===== config.mk =====
export PLATFORM = sky130hd
export DESIGN_NAME = uart_tx_arbiter
export DESIGN_NICKNAME = d
export VERILOG_FILES = /design/src/rtl/uart_tx_arbiter.sv
export SDC_FILE = /design/constraint.sdc
export NUM_CORES = 1
export LEC_CHECK = 0
export CORE_MARGIN = 2
export CORE_UTILIZATION = 40
export DETAILED_ROUTE_END_ITERATION = 16
export GPL_TIMING_DRIVEN = 0
export PLACE_DENSITY = 0.84
export SETUP_SLACK_MARGIN = 0.3
export SYNTH_ARGS = -nofsm -noshare
export SYNTH_HDL_FRONTEND = slang
export SYNTH_SLANG_ARGS = --single-unit

===== constraint.sdc =====
create_clock -name clk -period 2.6 [get_ports clk]
set_input_delay 0.52 -clock clk [delete_from_list [all_inputs] [get_ports clk]]
set_output_delay 0.52 -clock clk [all_outputs]
set_load 0.02 [all_outputs]

===== src/rtl/uart_tx_arbiter.sv =====
// Round-robin arbiter that feeds whole packets from NREQ byte requesters into a UART transmitter's register bus.
// A grant is held for the full packet; the transmitter is polled for TXFULL before every byte is written.
module uart_tx_arbiter #(
  parameter logic [7:0] PERIOD = 8'h1A,
  parameter int         NREQ   = 4
) (
  input  logic              clk,
  input  logic              reset,
  input  logic [NREQ-1:0]   req,
  input  logic [NREQ-1:0]   last,
  input  logic [8*NREQ-1:0] data,
  output logic [NREQ-1:0]   ack,
  output logic [NREQ-1:0]   gnt,
  output logic              busy,
  output logic [15:0]       bytes_sent,
  output logic              bus_wren,
  output logic              bus_rden,
  output logic [2:0]        bus_addr,
  output logic [7:0]        bus_din,
  input  logic [7:0]        bus_dout
);

  localparam int IW = $clog2(NREQ);

  localparam logic [2:0] ADDR_PERIOD = 3'b000;
  localparam logic [2:0] ADDR_TXDATA = 3'b001;
  localparam logic [2:0] ADDR_CTRL   = 3'b011;

  typedef enum logic [2:0] {
    S_INIT,
    S_IDLE,
    S_POLL,
    S_WRITE,
    S_SETTLE
  } state_t;

  state_t          state_q, state_d;
  logic [NREQ-1:0] gnt_q, gnt_d;
  logic [IW-1:0]   gidx_q, gidx_d;
  logic [IW-1:0]   ptr_q, ptr_d;
  logic [15:0]     bytes_q, bytes_d;
  logic            settle_q, settle_d;

  logic            rr_found;
  logic [IW-1:0]   rr_idx;
  logic [IW-1:0]   rr_cand;
  logic [7:0]      lane;

  logic            wren_c, rden_c;
  logic [2:0]      addr_c;
  logic [7:0]      din_c;
  logic [NREQ-1:0] ack_c;

  // Only TXFULL is used from the control register read.
  logic            unused_dout;
  assign unused_dout = ^bus_dout[7:1];

  // Search begins one past the last-served requester.
  always_comb begin
    rr_found = 1'b0;
    rr_idx   = ptr_q;
    rr_cand  = ptr_q;
    for (int k = 1; k <= NREQ; k++) begin
      rr_cand = IW'((int'(ptr_q) + k) % NREQ);
      if (!rr_found && req[rr_cand]) begin
        rr_found = 1'b1;
        rr_idx   = rr_cand;
      end
    end
  end

  assign lane = data[gidx_q*8 +: 8];

  always_comb begin
    state_d  = state_q;
    gnt_d    = gnt_q;
    gidx_d   = gidx_q;
    ptr_d    = ptr_q;
    bytes_d  = bytes_q;
    settle_d = settle_q;
    wren_c   = 1'b0;
    rden_c   = 1'b0;
    addr_c   = ADDR_PERIOD;
    din_c    = 8'h00;
    ack_c    = '0;
    case (state_q)
      S_INIT: begin
        wren_c  = 1'b1;
        addr_c  = ADDR_PERIOD;
        din_c   = PERIOD;
        state_d = S_IDLE;
      end
      S_IDLE: begin
        if (rr_found) begin
          gnt_d   = NREQ'(1) << rr_idx;
          gidx_d  = rr_idx;
          state_d = S_POLL;
        end
      end
      S_POLL: begin
        rden_c = 1'b1;
        addr_c = ADDR_CTRL;
        if (!req[gidx_q]) begin
          gnt_d   = '0;
          ptr_d   = gidx_q;
          state_d = S_IDLE;
        end else if (!bus_dout[0]) begin
          state_d = S_WRITE;
        end
      end
      S_WRITE: begin
        wren_c  = 1'b1;
        addr_c  = ADDR_TXDATA;
        din_c   = lane;
        ack_c   = gnt_q;
        bytes_d = bytes_q + 16'd1;
        if (last[gidx_q]) begin
          gnt_d   = '0;
          ptr_d   = gidx_q;
          state_d = S_IDLE;
        end else begin
          settle_d = 1'b0;
          state_d  = S_SETTLE;
        end
      end
      S_SETTLE: begin
        // Two idle cycles let TXFULL catch up with the byte just written.
        if (settle_q) begin
          settle_d = 1'b0;
          state_d  = S_POLL;
        end else begin
          settle_d = 1'b1;
        end
      end
      default: state_d = S_INIT;
    endcase
  end

  always_ff @(posedge clk or posedge reset) begin
    if (reset) begin
      state_q  <= S_INIT;
      gnt_q    <= '0;
      gidx_q   <= '0;
      ptr_q    <= IW'(NREQ - 1);
      bytes_q  <= 16'h0000;
      settle_q <= 1'b0;
    end else begin
      state_q  <= state_d;
      gnt_q    <= gnt_d;
      gidx_q   <= gidx_d;
      ptr_q    <= ptr_d;
      bytes_q  <= bytes_d;
      settle_q <= settle_d;
    end
  end

  // The INIT decode is masked while reset is held so the bus stays quiet.
  assign bus_wren   = wren_c & ~reset;
  assign bus_rden   = rden_c & ~reset;
  assign bus_addr   = reset ? 3'b000 : addr_c;
  assign bus_din    = reset ? 8'h00 : din_c;
  assign ack        = reset ? '0 : ack_c;
  assign gnt        = gnt_q;
  assign busy       = (state_q != S_IDLE);
  assign bytes_sent = bytes_q;

endmodule


==> results of run 1 <==
==> layout by cell type, fill, tap and decap left out, drive strengths merged, types with 2 or more instances in the layout <==
master	netlist	layout
clkdlybuf4s50	0	61
dfrtp	26	26
nor2	17	18
nand2	16	16
clkbuf	5	15
buf	5	14
mux4	10	10
and3	10	10
xnor2	9	9
nor3	8	8
inv	7	7
nand3	7	7
xor2	6	6
mux2	5	5
o21ai	5	5
mux2i	4	4
o32ai	4	4
a21oi	3	3
nand4	3	3
dlygate4sd2	0	3
nor3b	2	2
dfstp	2	2
nand2b	2	2
nor2b	2	2
==> repair_timing <==
action	in CTS	in global routing
pin swaps	1	0
gates resized for setup	54	19
buffers inserted	2	0
hold endpoints to repair	0	0
endpoints found under the setup margin	17	9
cloned	1	0
==> metal layers <==
metal | track usage | wire length (um) | vias up
met5 | 0 | 0 | -
met1 | 0.265 | 2020 | 810
met3 | 0.0433 | 231 | 4
li1 | - | - | 793
met2 | 0.331 | 2440 | 54
met4 | 0.0556 | 42 | 0
==> layout make-up <==
type                            count  area [um2]  share of cell area
Clock inverter                      1        30.0              0.0112
Inverter                            7        26.3             0.00978
Buffer                             10        72.6              0.0270
Clock buffer                        3        41.3              0.0154
Tap cell                           52        65.1              0.0242
Sequential cell                    28         704               0.262
Timing Repair Buffer               81         732               0.272
Multi-Input combinational cell    128        1010               0.378
==> registers in the layout (all words and copies together), names as in the netlist <==
signal and count:
bytes_sent 16, gnt 4, state_q 3, gidx_q 2, ptr_q 2, settle_q 1
==> kinds of logic (layout without fill, tap and decap cells) <==
| kind of cell | Yosys count | count (layout) |
|---|---|---|
| xor gates and xnor gates | 15 | 15 |
| DFF | 28 | 28 |
| muxes | 19 | 19 |
| other | 1 | 1 |
| AOI/OAI and AO/OA | 17 | 17 |
| adders and majority gates | 1 | 1 |
| and+or+nand+nor | 74 | 75 |
| buffers and inverters | 17 | 102 |
==> critical path: stages (launching register included) <==
cell and delay (ns):
dfrtp_1 0.45, clkbuf_2 0.22, o21ai_0 0.37, inv_1 0.08, dlygate4sd2_1 0.33
==> final timing paths <==
path,start,endpoint,slack [ns],cells past startpoint
max,state_q[0]$_DFFE_PP0P_,bus_wren,0.35,4
min in group asynchronous,reset,state_q[1]$_DFFE_PP0P_,0.79,2
max reg2reg,ptr_q[1]$_DFFE_PP1P_,gnt[0]$_DFFE_PP0P_,0.68,5
min,bytes_sent[15]$_DFFE_PP0N_,bytes_sent[15]$_DFFE_PP0N_,0.49,1
max in group asynchronous,reset,gidx_q[0]$_DFFE_PP0P_,1.08,2
min reg2reg,bytes_sent[15]$_DFFE_PP0N_,bytes_sent[15]$_DFFE_PP0N_,0.49,1
==> power breakdown <==
group          internal (uW)  switching (uW)  leakage (uW)  total [uW]
logic                    724             786      0.000788        1510
clock network            206             137     0.0000357         343
registers                565             100      0.000364         666
==> through the flow <==
stage	power (uW)	instance area (um2)	hold slack (ns)	std cells	TNS, ns
2_1_floorplan	1650	1770	0.460	172	0
3_3_place_gp	2110	2620	0.458	303	-2.76
3_5_place_dp	2150	2620	0.482	303	-3.25
4_1_cts	2520	2710	0.501	310	0
5_1_grt	2690	2690	0.520	310	0
6_report	2520	2690	0.488	310	0
==> flow_summary.json, run 1 <==
{
  "start_util": 0.412,
  "drt_drc_violations_left": 0,
  "worstHoldPathType": "flop to flop",
  "endpoint_kind": "output port",
  "fin_skew_ns": 0.00633,
  "worstSetupStartpointType": "flop",
  "rsz0062_at_grt": "yes",
  "cts_tree": "yes",
  "fin_ws_ns": 0.351,
  "drt-total-wl_um": 4730,
  "die_height_um": 70.5,
  "required_ns": 2.08,
  "final_max_slew_viol_count": 0,
  "synth.area.top_cells": "dfrtp_1, mux4_2, xnor2_1",
  "cap_violations": 0,
  "std_cell_rows": 24,
  "overflow": 0,
  "ys.flop_type": "dfrtp_1",
  "pin_count": 88,
  "synth.net_count": 223,
  "wl_per_cell_um": 15.3,
  "dr_total_vias": 1661,
  "path_clk_slew_ns": 0.10,
  "ant_nets": 0,
  "layout-drive-gt1-share": 0.202,
  "syn_avg_cell_area_um2": 10.3,
  "synth-xor-area-share": 0.0743,
  "grt_first_pass_wirelength_um": 8000,
  "grt_use_total": 0.200,
  "yosysTopAreaCellShare": 0.368,
  "antennaDiodeCount": 0,
  "clock_path_buffers": 2,
  "die_w_um": 70.5,
  "synth_top_area_cell": "dfrtp_1",
  "core_area_um2": 4290,
  "antenna_found_initial": 0,
  "fill_cells": 344,
  "fmax_mhz": 445,
  "h-tree-depth": 1,
  "period_minus_slack_ns": 2.25,
  "async_reset_ff_frac": 1.00,
  "slew-limit-headroom": 0.280,
  "syn_inst": 172,
  "synthDistinctLibCells": 41,
  "yosysWarnings": 0,
  "dp_slack_ns": -0.345,
  "first_pass_iters": 4,
  "synth_top_family_by_area": "simple AND/OR/NAND/NOR gates",
  "cts_inserted_buffers": 3,
  "first_iter_violations": 84,
  "synth_most_common_cell": "dfrtp_1",
  "grt_max_degree": 29,
  "hpwl_um": 3580,
  "grt_pass1_vias": 1671,
  "yosys.area_share.simple": 0.217,
  "hold_violations": 0,
  "crit_fanout": 10,
  "leakage_uw": 0.00119,
  "ys_ff_latch": 28,
  "utilization": 0.626,
  "synth_mux_area_frac": 0.190,
  "synth.top_cells.by_count": "dfrtp_1, nand2_1, nor2_1, and3_1, mux4_2",
  "root_buffer": "clkbuf_8",
  "place_congestion": 0.871,
  "numPortBuffers": 79,
  "powerDensity_nw_per_um2": 938,
  "tightest_slew_ns": 1.08,
  "period_share": 0.865,
  "fp.dieArea_um2": 4970,
  "clock_latency_ns": 0.27,
  "clock_sink_count": 28,
  "ctsHoldBuffers": 0,
  "critical_path_arrival_ns": 1.73,
  "syn2layout_area_growth_pct": 51.9,
  "vdd_ir_drop_max_mv": 0.490,
  "status": "finished, final reports clean",
  "synth_fa_ha_area_frac": 0.00708,
  "synth_edf_count": 0,
  "yosysSeqAreaShare": 0.398,
  "setup_viol": 0,
  "viasPerCell": 5.36,
  "nets": 310,
  "synth_compound_area_frac": 0.0672,
  "syn-cell-area_um2": 1770,
  "crit_type": "flop to output port"
}
No activity file was read; power rests on OpenSTA's default activity.
==> inputs of run 2 (changes only) <==
Settings changed: CORE_MARGIN 2 to 10.
==> flow_summary.json, run 2 (synthesized netlist as in run 1, its figures left out) <==
{
  "vdd_ir_drop_max_mv": 0.460,
  "whs_path_depth": 1,
  "worstSetupStartpointType": "input port",
  "hold_violations": 0,
  "clock_latency_ns": 0.28,
  "crit_fanout": 1,
  "dr_total_vias": 1658,
  "leakage_uw": 0.00118,
  "h-tree-depth": 1,
  "clock_path_buffers": 2,
  "pin_count": 88,
  "cts_inserted_buffers": 3,
  "std_cell_rows": 24,
  "place_congestion": 0.879,
  "largest_reg_flops": 16,
  "status": "finished, final reports clean",
  "viasPerCell": 5.37,
  "layout-drive-gt1-share": 0.198,
  "grt_first_pass_wirelength_um": 8890,
  "p_total_uw": 2530,
  "ctsHoldBuffers": 0,
  "min_from": "bytes_sent[15]$_DFFE_PP0N_",
  "fmax_mhz": 448,
  "overflow": 0,
  "numPortBuffers": 79,
  "endpoint_kind": "output port",
  "start_util": 0.409,
  "antennaDiodeCount": 0,
  "final_cell_mix": "clkdlybuf4s50_1, dfrtp_1, nand2_1",
  "fp.dieArea_um2": 7480,
  "p_sw_frac": 0.412,
  "fin_skew_ns": 0.0141,
  "cts_tree": "yes",
  "worstHoldPathType": "flop to flop",
  "period_share": 0.859,
  "final_max_slew_viol_count": 0,
  "nets": 309,
  "tns_ns": 0,
  "syn2layout_area_growth_pct": 51.7,
  "hold_slack_ns": 0.482,
  "grt_use_total": 0.144,
  "crit_type": "input port to output port",
  "root_buffer": "clkbuf_8",
  "required_ns": 2.08,
  "r2r-end": "ptr_q[0]$_DFFE_PP1P_",
  "crit_start": "data[26]",
  "clockPowerShare": 0.138,
  "p_int_uw": 1490,
  "ant_nets": 0,
  "die_height_um": 86.5,
  "core_area_um2": 4320,
  "r2r_slack_ns": 0.68,
  "drt_drc_violations_left": 0,
  "wl_per_cell_um": 17.0,
  "grt_pass1_vias": 1841,
  "final_common_cell": "clkdlybuf4s50_1",
  "slew-limit-headroom": 0.300,
  "min_to": "bytes_sent[15]$_DFFE_PP0N_",
  "hpwl_um": 4220,
  "grt_max_degree": 29,
  "clock_sink_count": 28,
  "r2r_cells": 5,
  "timing.rr.start": "gidx_q[1]$_DFFE_PP0P_",
  "critical_path_arrival_ns": 1.71,
  "tightest_slew_ns": 1.05,
  "die_w_um": 86.5,
  "powerDensity_nw_per_um2": 942,
  "rsz0062_at_grt": "no",
  "drt-total-wl_um": 5260,
  "period_minus_slack_ns": 2.23,
  "first_pass_iters": 4,
  "net-switching-power_uw": 1040,
  "combPwrFrac": 0.598,
  "setup_viol": 0,
  "p_seq_frac": 0.264,
  "first_iter_violations": 135,
  "cap_violations": 0,
  "antenna_found_initial": 0,
  "path_clk_slew_ns": 0.11
}
run 2: cell type report:
| type | count | area (um2) |
|---|---|---|
| timing repair buffer | 80 | 729 |
| tap | 52 | 65.1 |
| buffer | 10 | 70.1 |
| sequential | 28 | 704 |
| clock inverter | 1 | 30.0 |
| multi-input combinational | 128 | 1010 |
| clock buffer | 3 | 41.3 |
| inverter | 7 | 26.3 |
| fill | 376 | 1640 |
run 2: per-layer routing:
| metal | wire length (um) | track usage | vias up |
|---|---|---|---|
| li1 | - | - | 797 |
| met1 | 2030 | 0.158 | 807 |
| met2 | 2890 | 0.268 | 48 |
| met3 | 274 | 0.0366 | 6 |
| met4 | 54 | 0.0353 | 0 |
| met5 | 0 | 0 | - |
run 2: worst max path at each step:
stage | cells after the start | endpoint | slack (ns)
2_1_floorplan | 4 | bus_din[0] | 0.45
3_3_place_gp | 4 | ack[3] | -0.32
3_5_place_dp | 4 | ack[3] | -0.34
4_1_cts | 5 | ack[3] | 0.26
5_1_grt | 5 | bus_din[3] | 0.30
6_report | 4 | bus_din[2] | 0.37
run 2: worst max-delay path: stages:
cell             delay [ns]
clkdlybuf4s50_1        0.39
mux4_2                 0.45
and3_1                 0.19
buf_2                  0.15
run 2: repair_timing:
item                       in CTS  in global routing
pin swaps                       1                  1
setup endpoints to repair      17                  7
resized for setup              61                 12
cloned                          1                  0
buffers inserted                1                  0
run 2: per-stage QoR:
stage          cell area [um2]  setup WS (ns)  utilization  cells
6_report                  2680          0.367        0.620    309
5_1_grt                   2680          0.302        0.620    309
4_1_cts                   2700          0.262        0.624    309
3_3_place_gp              2620         -0.321        0.607    303
3_5_place_dp              2620         -0.341        0.607    303
2_1_floorplan             1770          0.450            -    172
run 2: power groups by stage:
stage / clock network [uW] / registers (uW) / logic, uW
3_3_place_gp: 0 / 672 / 1440
3_5_place_dp: 0 / 678 / 1480
4_1_cts: 352 / 665 / 1520
5_1_grt: 368 / 684 / 1640
6_report: 348 / 666 / 1510
2_1_floorplan: 0 / 721 / 924
==> inputs of run 3 (changes only) <==
Settings changed: CORE_UTILIZATION 40 to 42, CTS_BUF_LIST set to sky130_fd_sc_hd__clkbuf_4 sky130_fd_sc_hd__clkbuf_8, PLACE_DENSITY 0.84 to 0.87.
==> flow_summary.json, run 3 (synthesized netlist as in run 1, its figures left out) <==
{
  "period_share": 0.863,
  "cts_inserted_buffers": 3,
  "path_clk_slew_ns": 0.09,
  "clock_latency_ns": 0.27,
  "largest_reg_flops": 16,
  "wl_per_cell_um": 17.6,
  "crit_type": "flop to output port",
  "dr_total_vias": 1725,
  "first_iter_violations": 161,
  "cts_tree": "yes",
  "dpl_cell_area_um2": 2620,
  "worstHoldPathType": "flop to flop",
  "hold_slack_ns": 0.485,
  "r2r_slack_ns": 0.62,
  "die_height_um": 84.9,
  "leakage_uw": 0.00119,
  "setup_viol": 0,
  "drt-total-wl_um": 5470,
  "r2r_cells": 5,
  "numPortBuffers": 79,
  "final_max_slew_viol_count": 0,
  "period_minus_slack_ns": 2.24,
  "crit_chain": "buf_2 -> nand2b_4 -> nor2_4 -> buf_4 -> buf_4 -> clkdlybuf4s15_1",
  "grt_max_degree": 29,
  "clock_path_buffers": 2,
  "fin_area_um2": 2670,
  "fin_skew_ns": 0.00199,
  "ant_nets": 0,
  "syn2layout_area_growth_pct": 50.7,
  "critical_path_arrival_ns": 1.72,
  "pin_count": 88,
  "std_cell_rows": 23,
  "required_ns": 2.08,
  "worstSetupStartpointType": "flop",
  "p_sw_frac": 0.425,
  "final_cell_mix": "clkdlybuf4s50_1, dfrtp_1, nand2_1",
  "antennaDiodeCount": 0,
  "viasPerCell": 5.56,
  "slew-limit-headroom": 0.307,
  "layout-drive-gt1-share": 0.204,
  "crit_fanout": 10,
  "start_util": 0.439,
  "fmax_mhz": 446,
  "grt_pass1_vias": 1854,
  "root_buffer": "clkbuf_8",
  "rsz0062_at_grt": "no",
  "fin_cells": 310,
  "h-tree-depth": 1,
  "net-switching-power_uw": 1050,
  "p_int_uw": 1410,
  "min_to": "bytes_sent[15]$_DFFE_PP0N_",
  "clock_sink_count": 28,
  "timing.rr.start": "ptr_q[1]$_DFFE_PP1P_",
  "antenna_found_initial": 0,
  "endpoint_kind": "output port",
  "tightest_slew_ns": 1.04,
  "drt_drc_violations_left": 0,
  "ctsHoldBuffers": 0,
  "grt_first_pass_wirelength_um": 8830,
  "status": "finished, final reports clean",
  "hold_violations": 0,
  "cpPeakStageDelay_ns": 0.38,
  "p_seq_frac": 0.270,
  "hpwl_um": 4220,
  "clockPowerShare": 0.104,
  "dp_cells": 301,
  "vdd_ir_drop_max_mv": 0.415,
  "first_pass_iters": 4,
  "nets": 312,
  "cp_common_cell": "buf_4",
  "grt_use_total": 0.146,
  "cap_violations": 0,
  "fp.dieArea_um2": 7200,
  "r2r-end": "gnt[0]$_DFFE_PP0P_",
  "place_congestion": 0.874,
  "whs_path_depth": 1,
  "core_area_um2": 4030,
  "powerDensity_nw_per_um2": 923,
  "p_total_uw": 2460,
  "min_from": "bytes_sent[15]$_DFFE_PP0N_",
  "final_common_cell": "clkdlybuf4s50_1",
  "overflow": 0,
  "combPwrFrac": 0.626,
  "die_w_um": 84.9,
  "cp_slowest_cell": "dfrtp_1"
}
## run 3: what timing repair did
action                                  4_1_cts  5_1_grt
gates resized for setup                      60       15
buffers inserted                              5        0
gates cloned                                  0        0
endpoints found under the setup margin       17       10
pin swaps                                     1        0
## run 3: final cells by class
type / instances / area, um2
well taps: 50 / 62.6
multi-input cells: 127 / 1000
flip-flops and latches: 28 / 704
plain buffers: 10 / 67.6
fillers: 323 / 1360
inverters: 7 / 26.3
repair buffers: 84 / 754
clock buffers: 4 / 48.8
## run 3: critical path, delay by kind of cell, from the launching register on
family	cells	cell delay (ns)
buffers and inverters	4	0.73
DFF	1	0.38
and+or+nand+nor	2	0.33
## run 3: worst max path at each step
stage                           startpoint           to  slack (ns)  depth (start not counted)
detailed placement                   reset       ack[3]       -0.35                          4
global placement                     reset       ack[3]       -0.30                          4
floorplan           state_q[2]$_DFFE_PP0P_   bus_din[0]        0.45                          4
finish              state_q[2]$_DFFE_PP0P_  bus_addr[0]        0.36                          6
global route        state_q[2]$_DFFE_PP0P_  bus_addr[0]        0.30                          6
CTS                 state_q[2]$_DFFE_PP0P_       ack[3]        0.28                          6
## run 3: power by group through the flow
| stage | sequential, uW | clock, uW | combinational [uW] |
|---|---|---|---|
| floorplan | 721 | 0 | 924 |
| global placement | 672 | 0 | 1440 |
| detailed placement | 679 | 0 | 1490 |
| CTS | 669 | 259 | 1540 |
| global route | 685 | 279 | 1650 |
| finish | 665 | 256 | 1540 |
## run 3: through the flow
| step | utilization | setup slack [ns] | setup TNS [ns] |
|---|---|---|---|
| 2_1_floorplan | - | 0.450 | 0 |
| 3_3_place_gp | 0.651 | -0.295 | -2.81 |
| 5_1_grt | 0.661 | 0.302 | 0 |
| 3_5_place_dp | 0.651 | -0.349 | -3.56 |
| 6_report | 0.661 | 0.356 | 0 |
| 4_1_cts | 0.668 | 0.279 | 0 |
## run 3: routing by layer
metal / track usage / wire, um / up-vias
met5: 0 / 0 / -
met4: 0.0509 / 105 / 0
met3: 0.0325 / 359 / 11
met2: 0.266 / 2910 / 65
met1: 0.162 / 2090 / 852
li1: - / - / 797
